`src/rtl/exec_sched_pkg.sv`:
```
// Shared encodings for the execution scheduler: func codes, FU state and CDB source.
// Used by exec_sched and fu_tracker (EXEC_SCHED_FLUSH_EN adds the flush input there).
package exec_sched_pkg;

  localparam int ROB_W  = 3;
  localparam int FUNC_W = 4;

  localparam logic [FUNC_W-1:0] FUNC_ADD = 4'b0000;
  localparam logic [FUNC_W-1:0] FUNC_SUB = 4'b0001;
  localparam logic [FUNC_W-1:0] FUNC_MUL = 4'b0010;
  localparam logic [FUNC_W-1:0] FUNC_DIV = 4'b0011;

  typedef enum logic [1:0] {
    FU_IDLE = 2'd0,
    FU_BUSY = 2'd1,
    FU_DONE = 2'd2
  } fu_state_e;

  typedef enum logic {
    CDB_SRC_ADD = 1'b0,
    CDB_SRC_MUL = 1'b1
  } cdb_src_e;

  function automatic logic is_addsub(input logic [FUNC_W-1:0] f);
    return (f == FUNC_ADD) || (f == FUNC_SUB);
  endfunction

  function automatic logic is_muldiv(input logic [FUNC_W-1:0] f);
    return (f == FUNC_MUL) || (f == FUNC_DIV);
  endfunction

endpackage

```
`src/rtl/fu_tracker.sv`:
```
// One functional unit's IDLE/BUSY/DONE machine with latency countdown and ROB latch.
// With EXEC_SCHED_FLUSH_EN defined, a flush input returns the unit to IDLE.
module fu_tracker
  import exec_sched_pkg::*;
#(
  parameter int LAT_MAX = 2
) (
  input  logic                          clk1,
  input  logic                          rst,
`ifdef EXEC_SCHED_FLUSH_EN
  input  logic                          flush,
`endif
  input  logic                          start,
  input  logic [$clog2(LAT_MAX+1)-1:0]  lat,
  input  logic [ROB_W-1:0]              rob_in,
  input  logic                          cdb_win,
  output fu_state_e                     state,
  output logic [ROB_W-1:0]              rob
);

  localparam int CW = $clog2(LAT_MAX + 1);

  fu_state_e        state_q, state_d;
  logic [CW-1:0]    cnt_q, cnt_d;
  logic [ROB_W-1:0] rob_q, rob_d;

  always_comb begin
    state_d = state_q;
    cnt_d   = cnt_q;
    rob_d   = rob_q;
    unique case (state_q)
      FU_IDLE: begin
        if (start) begin
          rob_d   = rob_in;
          // Countdown holds the cycles still to spend in BUSY after this edge.
          cnt_d   = lat - CW'(1);
          state_d = (lat == CW'(1)) ? FU_DONE : FU_BUSY;
        end
      end
      FU_BUSY: begin
        cnt_d = cnt_q - CW'(1);
        if (cnt_d == '0) state_d = FU_DONE;
      end
      FU_DONE: begin
        if (cdb_win) state_d = FU_IDLE;
      end
      default: state_d = FU_IDLE;
    endcase
`ifdef EXEC_SCHED_FLUSH_EN
    if (flush) begin
      state_d = FU_IDLE;
      cnt_d   = '0;
    end
`endif
  end

  always_ff @(posedge clk1) begin
    if (rst) begin
      state_q <= FU_IDLE;
      cnt_q   <= '0;
      rob_q   <= '0;
    end else begin
      state_q <= state_d;
      cnt_q   <= cnt_d;
      rob_q   <= rob_d;
    end
  end

  assign state = state_q;
  assign rob   = rob_q;

endmodule

```
`src/rtl/exec_sched.sv`:
```
// Issue scheduler for an add/sub and a mul/div unit with round-robin grant and CDB arbitration.
// Defining EXEC_SCHED_FLUSH_EN adds a flush input that idles both units and suppresses grant/CDB.
module exec_sched
  import exec_sched_pkg::*;
#(
  parameter int N_RS    = 4,
  parameter int LAT_ADD = 2,
  parameter int LAT_MUL = 4,
  parameter int LAT_DIV = 6
) (
  input  logic                clk1,
  input  logic                rst,
  input  logic [N_RS-1:0]     req,
  input  logic [4*N_RS-1:0]   req_func,
  input  logic [3*N_RS-1:0]   req_rob,
  output logic [N_RS-1:0]     grant,
  output logic                add_start,
  output logic [3:0]          add_func,
  output logic                mul_start,
  output logic [3:0]          mul_func,
  output logic                add_busy,
  output logic                mul_busy,
  output logic                cdb_valid,
  output logic [2:0]          cdb_rob,
  output logic                cdb_src
`ifdef EXEC_SCHED_FLUSH_EN
  ,
  input  logic                flush
`endif
);

  localparam int PW      = (N_RS > 1) ? $clog2(N_RS) : 1;
  localparam int MUL_MAX = (LAT_MUL > LAT_DIV) ? LAT_MUL : LAT_DIV;
  localparam int ADD_CW  = $clog2(LAT_ADD + 1);
  localparam int MUL_CW  = $clog2(MUL_MAX + 1);

  // Returns {found, index} of the first set bit of elig at or after ptr, wrapping.
  function automatic logic [PW:0] rr_pick(input logic [N_RS-1:0] elig, input logic [PW-1:0] ptr);
    logic [PW:0] res;
    logic [PW:0] idx;
    res = '0;
    for (int k = N_RS - 1; k >= 0; k--) begin
      idx = {1'b0, ptr} + (PW+1)'(k);
      if (idx >= (PW+1)'(N_RS)) idx = idx - (PW+1)'(N_RS);
      if (elig[idx[PW-1:0]]) res = {1'b1, idx[PW-1:0]};
    end
    return res;
  endfunction

  function automatic logic [PW-1:0] next_ptr(input logic [PW-1:0] idx);
    return (idx == PW'(N_RS - 1)) ? '0 : idx + PW'(1);
  endfunction

  logic [FUNC_W-1:0] func_arr [N_RS];
  logic [ROB_W-1:0]  rob_arr  [N_RS];
  logic [N_RS-1:0]   elig_add, elig_mul;

  generate
    for (genvar gi = 0; gi < N_RS; gi++) begin : g_rs
      assign func_arr[gi] = req_func[4*gi +: 4];
      assign rob_arr[gi]  = req_rob[3*gi +: 3];
      assign elig_add[gi] = req[gi] && is_addsub(func_arr[gi]);
      assign elig_mul[gi] = req[gi] && is_muldiv(func_arr[gi]);
    end
  endgenerate

  logic [PW-1:0]    add_ptr_q, add_ptr_d, mul_ptr_q, mul_ptr_d;
  logic             tie_q, tie_d;
  logic [PW:0]      add_pick, mul_pick;
  logic             hold;
  logic             add_done, mul_done, add_win, mul_win;
  logic [ROB_W-1:0] add_rob_in, mul_rob_in;
  logic [MUL_CW-1:0] mul_lat;
  fu_state_e        add_state, mul_state;
  logic [ROB_W-1:0] add_rob, mul_rob;

`ifdef EXEC_SCHED_FLUSH_EN
  assign hold = rst | flush;
`else
  assign hold = rst;
`endif

  always_comb begin
    add_pick   = rr_pick(elig_add, add_ptr_q);
    mul_pick   = rr_pick(elig_mul, mul_ptr_q);
    add_start  = !hold && (add_state == FU_IDLE) && add_pick[PW];
    mul_start  = !hold && (mul_state == FU_IDLE) && mul_pick[PW];
    grant      = '0;
    add_func   = '0;
    mul_func   = '0;
    add_rob_in = '0;
    mul_rob_in = '0;
    add_ptr_d  = add_ptr_q;
    mul_ptr_d  = mul_ptr_q;
    if (add_start) begin
      grant[add_pick[PW-1:0]] = 1'b1;
      add_func   = func_arr[add_pick[PW-1:0]];
      add_rob_in = rob_arr[add_pick[PW-1:0]];
      add_ptr_d  = next_ptr(add_pick[PW-1:0]);
    end
    if (mul_start) begin
      grant[mul_pick[PW-1:0]] = 1'b1;
      mul_func   = func_arr[mul_pick[PW-1:0]];
      mul_rob_in = rob_arr[mul_pick[PW-1:0]];
      mul_ptr_d  = next_ptr(mul_pick[PW-1:0]);
    end
    mul_lat = (mul_func == FUNC_DIV) ? MUL_CW'(LAT_DIV) : MUL_CW'(LAT_MUL);

    // tie_q high means mul/div takes the next tie; it flips every time a tie is resolved.
    add_done  = (add_state == FU_DONE);
    mul_done  = (mul_state == FU_DONE);
    mul_win   = !hold && mul_done && (!add_done || tie_q);
    add_win   = !hold && add_done && !(mul_done && tie_q);
    tie_d     = tie_q;
    if (!hold && add_done && mul_done) tie_d = !tie_q;
    cdb_valid = add_win | mul_win;
    cdb_src   = mul_win ? CDB_SRC_MUL : CDB_SRC_ADD;
    cdb_rob   = mul_win ? mul_rob : (add_win ? add_rob : '0);
  end

  always_ff @(posedge clk1) begin
    if (rst) begin
      add_ptr_q <= '0;
      mul_ptr_q <= '0;
      tie_q     <= 1'b1;
    end else begin
      add_ptr_q <= add_ptr_d;
      mul_ptr_q <= mul_ptr_d;
      tie_q     <= tie_d;
    end
  end

  fu_tracker #(.LAT_MAX(LAT_ADD)) u_add (
    .clk1    (clk1),
    .rst     (rst),
`ifdef EXEC_SCHED_FLUSH_EN
    .flush   (flush),
`endif
    .start   (add_start),
    .lat     (ADD_CW'(LAT_ADD)),
    .rob_in  (add_rob_in),
    .cdb_win (add_win),
    .state   (add_state),
    .rob     (add_rob)
  );

  fu_tracker #(.LAT_MAX(MUL_MAX)) u_mul (
    .clk1    (clk1),
    .rst     (rst),
`ifdef EXEC_SCHED_FLUSH_EN
    .flush   (flush),
`endif
    .start   (mul_start),
    .lat     (mul_lat),
    .rob_in  (mul_rob_in),
    .cdb_win (mul_win),
    .state   (mul_state),
    .rob     (mul_rob)
  );

  assign add_busy = (add_state != FU_IDLE);
  assign mul_busy = (mul_state != FU_IDLE);

endmodule

```
`config.mk`:
```
export PLATFORM = sky130hd
export DESIGN_NAME = exec_sched
export DESIGN_NICKNAME = d
export VERILOG_FILES = /design/src/rtl/exec_sched_pkg.sv /design/src/rtl/fu_tracker.sv /design/src/rtl/exec_sched.sv
export SDC_FILE = /design/constraint.sdc
export NUM_CORES = 1
export LEC_CHECK = 0
export BUFFER_PORTS_ARGS = -buffer_cell sky130_fd_sc_hd__buf_2
export CAP_MARGIN = 10
export CORE_MARGIN = 1
export CORE_UTILIZATION = 45
export CTS_CLUSTER_DIAMETER = 30
export DETAILED_ROUTE_END_ITERATION = 10
export GPL_TIMING_DRIVEN = 0
export PLACE_DENSITY_LB_ADDON = 0.2
export SLEW_MARGIN = 20
export SYNTH_ARGS = -nofsm -noshare
export SYNTH_HDL_FRONTEND = slang
export SYNTH_HIERARCHICAL = 1
export SYNTH_SLANG_ARGS = --single-unit
```
`constraint.sdc`:
```
create_clock -name clk1 -period 6.2 [get_ports clk1]
set_input_delay 0.31 -clock clk1 [delete_from_list [all_inputs] [get_ports clk1]]
set_output_delay 0.31 -clock clk1 [all_outputs]
set_load 0.01 [all_outputs]
```
Yosys cells after proc, flatten, opt, wreduce, memory -nomap -nowiden
Index checks and enable logic that the tools add are counted.
{"block": "word_totals", "regBits": 20, "out_inout_bits": 21}
{"block": "op_classes", "add_sub_neg": 19, "order_cmp": 22, "n_eq_ne": 26, "muxes": 70, "bitwise": 4, "reduce_logical": 51}
{"cell": "$mux W3", "n": 15}
{"cell": "$eq A4 B2 Y1 const B", "n": 9}
{"cell": "$mux W2", "n": 18}
{"cell": "$mux W4", "n": 8}
{"cell": "$lt A2 B3 Y1 const B", "n": 10}
{"cell": "$ge A3 B3 Y1 const B", "n": 8}
{"cell": "$logic_and A1 B1 Y1", "n": 20}
{"cell": "$sub A2 B1 Y2 const B", "n": 9}
{"cell": "$bmux W1 S2", "n": 8}
{"cell": "$bmux W4 S2", "n": 2}
{"cell": "$eq A4 B1 Y1 const B", "n": 4}
{"cell": "$logic_not A4 Y1", "n": 4}
{"cell": "$add A2 B2 Y3 const B", "n": 4}
{"cell": "$bmux W3 S2", "n": 2}
{"cell": "$pmux W2 S3", "n": 2}
{"cell": "$mux W1", "n": 11}
{"cell": "$logic_or A1 B1 Y1", "n": 9}
{"cell": "$eq A2 B2 Y1 const B", "n": 4}
{"cell": "$ne A2 B1 Y1 const B", "n": 4}
{"cell": "$reduce_and A2 Y1", "n": 4}
{"cell": "$reduce_bool A2 Y1", "n": 4}
{"cell": "$add A2 B1 Y3 const B", "n": 2}
{"cell": "$ge A2 B3 Y1 const B", "n": 2}
{"cell": "$logic_not A2 Y1", "n": 3}
{"cell": "other kinds (15)", "n": 26}

Logic depth before layout (Yosys ltp)
{"block": "logic_depth", "ltp_word": 20, "mapped_depth": 11, "mapped_depth_nobuf": 11}

Hierarchy
Netlist, hierarchy kept.
{"module": "exec_sched", "instances": 1, "cells_each": 122, "area_per_inst_um2": 1013.5, "seq_area_each_um2": 100.1}
{"module": "fu_tracker at u_mul", "instances": 1, "cells_each": 54, "area_per_inst_um2": 494.2, "seq_area_each_um2": 160.2}
{"module": "fu_tracker at u_add", "instances": 1, "cells_each": 40, "area_per_inst_um2": 379.1, "seq_area_each_um2": 140.1}

Worst setup path after synthesis
OpenSTA, ideal clock, no wires.
{"block": "synth_timing", "kind": "input to register", "start": "input port req_func[7]", "end": "register u_mul.cnt_q[2]", "arrival_time_ns": 2.433, "required_time_ns": 6.140, "path_slack_ns": 3.707, "stages": 10, "path_buffers": 0, "cell_sequence": "and4bb_2 o41ai_4 nor2_1 nand2_1 o22ai_1 inv_1 ha_1 xnor2_1 a22oi_1 o221a_1"}
{"block": "synth_via", "elab_cells_between_ends": 29, "cone_classes": "add/sub (1); eq/ne (4); mux (19); bitwise (1); reduce/logical (4)"}
{"item": "start, declared", "line": "exec_sched.sv:14", "source": "input logic [4*N_RS-1:0] req_func,"}
{"item": "$eq A4 B2 Y1", "line": "exec_sched_pkg.sv:29", "source": "return (f == FUNC_MUL) || (f == FUNC_DIV);"}
{"item": "$logic_or A1 B1 Y1 *", "line": "exec_sched_pkg.sv:29"}
{"item": "$logic_and A1 B1 Y1 *", "line": "exec_sched.sv:63", "source": "assign elig_mul[gi] = req[gi] && is_muldiv(func_arr[gi]);"}
{"item": "$bmux W1 S2", "line": "exec_sched.sv:45", "source": "if (elig[idx[PW-1:0]]) res = {1'b1, idx[PW-1:0]};"}
{"item": "$mux W1 (not written as such)", "line": "exec_sched.sv:45"}
{"item": "$mux W3 (3 in a row)", "line": "exec_sched.sv:45"}
{"item": "$mux W3 *", "line": "exec_sched.sv:45"}
{"item": "$logic_and A1 B1 Y1 *", "line": "exec_sched.sv:87", "source": "mul_start = !hold && (mul_state == FU_IDLE) && mul_pick[PW];"}
{"item": "via mul_start", "line": "exec_sched.sv:19", "source": "output logic mul_start,"}
{"item": "$mux W4 *", "line": "exec_sched.sv:101", "source": "if (mul_start) begin"}
{"item": "$eq A4 B2 Y1 *", "line": "exec_sched.sv:107", "source": "mul_lat = (mul_func == FUNC_DIV) ? MUL_CW'(LAT_DIV) : MUL_CW'(LAT_MUL);"}
{"item": "$mux W2 *", "line": "exec_sched.sv:107"}
{"item": "via mul_lat[1]", "line": "exec_sched.sv:73", "source": "logic [MUL_CW-1:0] mul_lat;"}
{"item": "$sub A3 B1 Y3 *", "line": "fu_tracker.sv:36", "source": "cnt_d = lat - CW'(1);"}
{"item": "$mux W3 *", "line": "fu_tracker.sv:33", "source": "if (start) begin"}
{"item": "$pmux W3 S2 *", "line": "fu_tracker.sv:31", "source": "unique case (state_q)"}
{"item": "end signal, assigned", "line": "fu_tracker.sv:64", "source": "cnt_q <= cnt_d;"}
{"item": "end, declared", "line": "fu_tracker.sv:24", "source": "logic [CW-1:0] cnt_q, cnt_d;"}
The timed path passes the listed nets; every way through them passes the cells marked *. The select of a mux whose other input is x is not followed.
A chain may end at the register's enable or synchronous reset.

Final worst setup path
{"block": "layout_timing", "start": "register u_mul.state_q[0], in the netlist u_mul/state[0]", "end": "register u_mul.cnt_q[2]"}
{"block": "layout_via", "elab_chain_len": 9, "elab_cells_between_ends": 13, "cone_classes": "add/sub (1); eq/ne (3); mux (4); reduce/logical (5)"}
{"item": "start, declared", "line": "fu_tracker.sv:23", "source": "fu_state_e state_q, state_d;"}
{"item": "start signal, assigned", "line": "fu_tracker.sv:63", "source": "state_q <= state_d;"}
{"item": "$logic_not A2 Y1", "line": "exec_sched.sv:87"}
{"item": "$logic_and A1 B1 Y1 (2 in a row)", "line": "exec_sched.sv:87"}
{"item": "$mux W4", "line": "exec_sched.sv:101"}
{"item": "$eq A4 B2 Y1", "line": "exec_sched.sv:107"}
{"item": "$mux W2", "line": "exec_sched.sv:107"}
{"item": "via mul_lat[1]", "line": "exec_sched.sv:73"}
{"item": "$sub A3 B1 Y3", "line": "fu_tracker.sv:36"}
{"item": "$mux W3", "line": "fu_tracker.sv:33"}
{"item": "$pmux W3 S2", "line": "fu_tracker.sv:31"}
The timed path passes the listed nets, and every way through them passes these cells. The select of a mux whose other input is x is not followed.

==> out/results.ini <==
[status]
status=completed

[placed_design]
place.gp.congestion=0.771
dp_hpwl_um=3470
port_buffers=49
place_ws_ps=3130

[floorplanning]
initial_core_util_pct=47.2
die_y_um=66.8
design.core.area_mm2=0.00400
io_pins=55
die_x_um=66.8
die-area_mm2=0.00446
floorplan.rows=23

[power]
p_sw_mw=0.115
powerDensity_mw_per_mm2=169
p_seq_share_pct=36.5
peakVddDrop_mv=0.112
switching_share_pct=29.4
intPower_mw=0.276
p_comb_share_pct=29.4
leakage_nw=1.04
clkPwrFrac_pct=34.1

[cells_and_area]
layout_common_cells=50 x buf_2, 24 x mux2i_1, 22 x nor2_1, 20 x dfxtp_1
final_common_cell=buf_2
diodes=0
drive_gt1_share_pct=30.9
nFillCells=392
syn_to_final_growth_pct=22.7
utilization_pct=57.9
seq_area_um2=400
nets=328
multi_input_area_mm2=0.00137

[clock_network]
ctsHtreeMaxLevel=1
clkSinkCount=20
cts_made_buffers=3
cts_tree=built
cts_hold_buf=0
cts_setup_buffers=0
clock_latency_ps=270
clk_pin_slew_ps=80
cts_buffer_depth=2
cts-root-buf=clkbuf_8
cts_resized=0

[yosys]
yosysWarnings=6
synthArstFlopShare_pct=0
syn_area_mm2=0.00189
synth.area.top_cells=dfxtp_1 21%, mux2i_1 13%, ha_1 7.3%
synth_ff_type=dfxtp_1
synth_area_per_cell_um2=8.74
synth_largest_area_cell=dfxtp_1
yosysUniqueCellTypes=58
ys_ff_latch=20
ys_seq_area_share_pct=21.2
synth-edff-count=0
netlist_instances=216
synth_top_area_share_pct=21.2

[timing]
tightestPinTransition_ps=930
hold_violations=0
finalMaxSlewViolations=0
skew_ps=8.97
relSlewSlack_pct=37.7
fin_tns_setup_ps=0
fin_crit_sh_pct=46.7
grt_setup_unrepaired=no
fmax_ghz=0.346
fin_crit_ps=2890
setup_viol=0
fin_ws_ps=3310

[global_routing]
grt_pass1_wl_um=6990
grt_max_degree=17
antenna_found_initial=0
grt_pass1_vias=1529
track_usage_pct=20.7
grt-ovfl-total=0

[worst_setup_path]
worstReg2RegStart=u_mul/state[0]
rrSetupSlack_ps=3310
critPathArrivalTime_ps=3100
cp-start-kind=flop
r2r_cells=10
crit_required_ps=6410
worstPathMaxFanout=15
crit_start=u_mul/state[0]
end_kind=flop
criticalPathCategory=flop to flop

[routing]
ant_nets=0
num_vias=1793
first_pass_iters=6
drt-initial-drc-count=81
wl_per_cell_um=13.5
via_per_inst=5.40
wl_um=4490
drc=0

[hold_path]
min_path_type=primary input to flop
hold_start=rst
whs_path_depth=2

[flow_run]
cap_violations=0

==> power by group through the flow <==
stage / registers [mW] / logic, mW / clock network [mW]
after global routing: 0.144 / 0.128 / 0.143
after CTS: 0.143 / 0.115 / 0.136
after floorplan: 0.144 / 0.0816 / 0
final: 0.143 / 0.115 / 0.134
after global placement: 0.146 / 0.112 / 0
after detailed placement: 0.146 / 0.114 / 0
==> flip-flops by register name (all words and copies together) (netlist names), 2 cells and up <==
name         cells
u_mul/rob        3
u_mul/state      2
add_ptr_q        2
u_mul/cnt_q      3
mul_ptr_q        2
u_add/state      2
u_add/rob        3
u_add/cnt_q      2
==> synth_stat cells (6+ instances only) <==
master,n
dfxtp_1,20
buf_4,7
o22ai_1,9
nand2_1,8
ha_1,11
o21ai_1,6
nor2_1,22
a21oi_1,14
inv_1,15
mux2i_1,24
==> metal layers <==
metal  global-route usage [%]  share of wire, %  routed length [um]
met1                     26.5                47                2130
met2                     35.0                46                2080
met3                     2.23               4.8                 216
met4                     8.24               1.5                  69
met5                        0                 0                   0
==> layout make-up <==
cell class | instances | share of cell area [%]
clock inverter | 1 | 1.30
clock buffer | 3 | 1.78
timing repair buffer | 49 | 10.6
tap | 50 | 2.70
inverter | 18 | 2.92
buffer | 12 | 4.11
sequential | 20 | 17.3
multi-input combinational | 179 | 59.3
==> cell families (layout without fill, tap and decap cells) <==
kind of cell    count (synthesis)  after routing  share of synthesized area, %
mux                            24             24                          12.7
other cells                     2             15                         0.398
buf+inv                        30             83                          8.62
xor+xnor                        2              2                         0.929
fa+ha+maj                      11             11                          7.29
compound gates                 59             59                          23.3
flops                          20             20                          21.2
simple gates                   68             68                          25.5
==> worst max-delay path, stage by stage, from the launching register on <==
cell and delay, ps:
dfxtp_1 380, nor2_1 250, o41ai_4 160, nor2_1 730
nand2_1 310, o22ai_1 250, inv_1 90, ha_1 190
xnor2_1 120, a22oi_1 160, o221a_1 200
==> through the flow <==
step	power (mW)	cells	instance area, um^2	hold slack (ps)
final	0.392	332	2310	403
after CTS	0.394	332	2310	401
after detailed placement	0.260	328	2240	489
after floorplan	0.226	229	1940	376
after global placement	0.258	328	2240	476
after global routing	0.415	332	2310	416
==> worst paths after layout <==
path | endpoint
min reg2reg | u_mul/rob[0]
max | u_mul/cnt_q[2]
min | u_mul/rob[2]
max reg2reg | u_mul/cnt_q[2]
(Power assumes the default switching activity.)
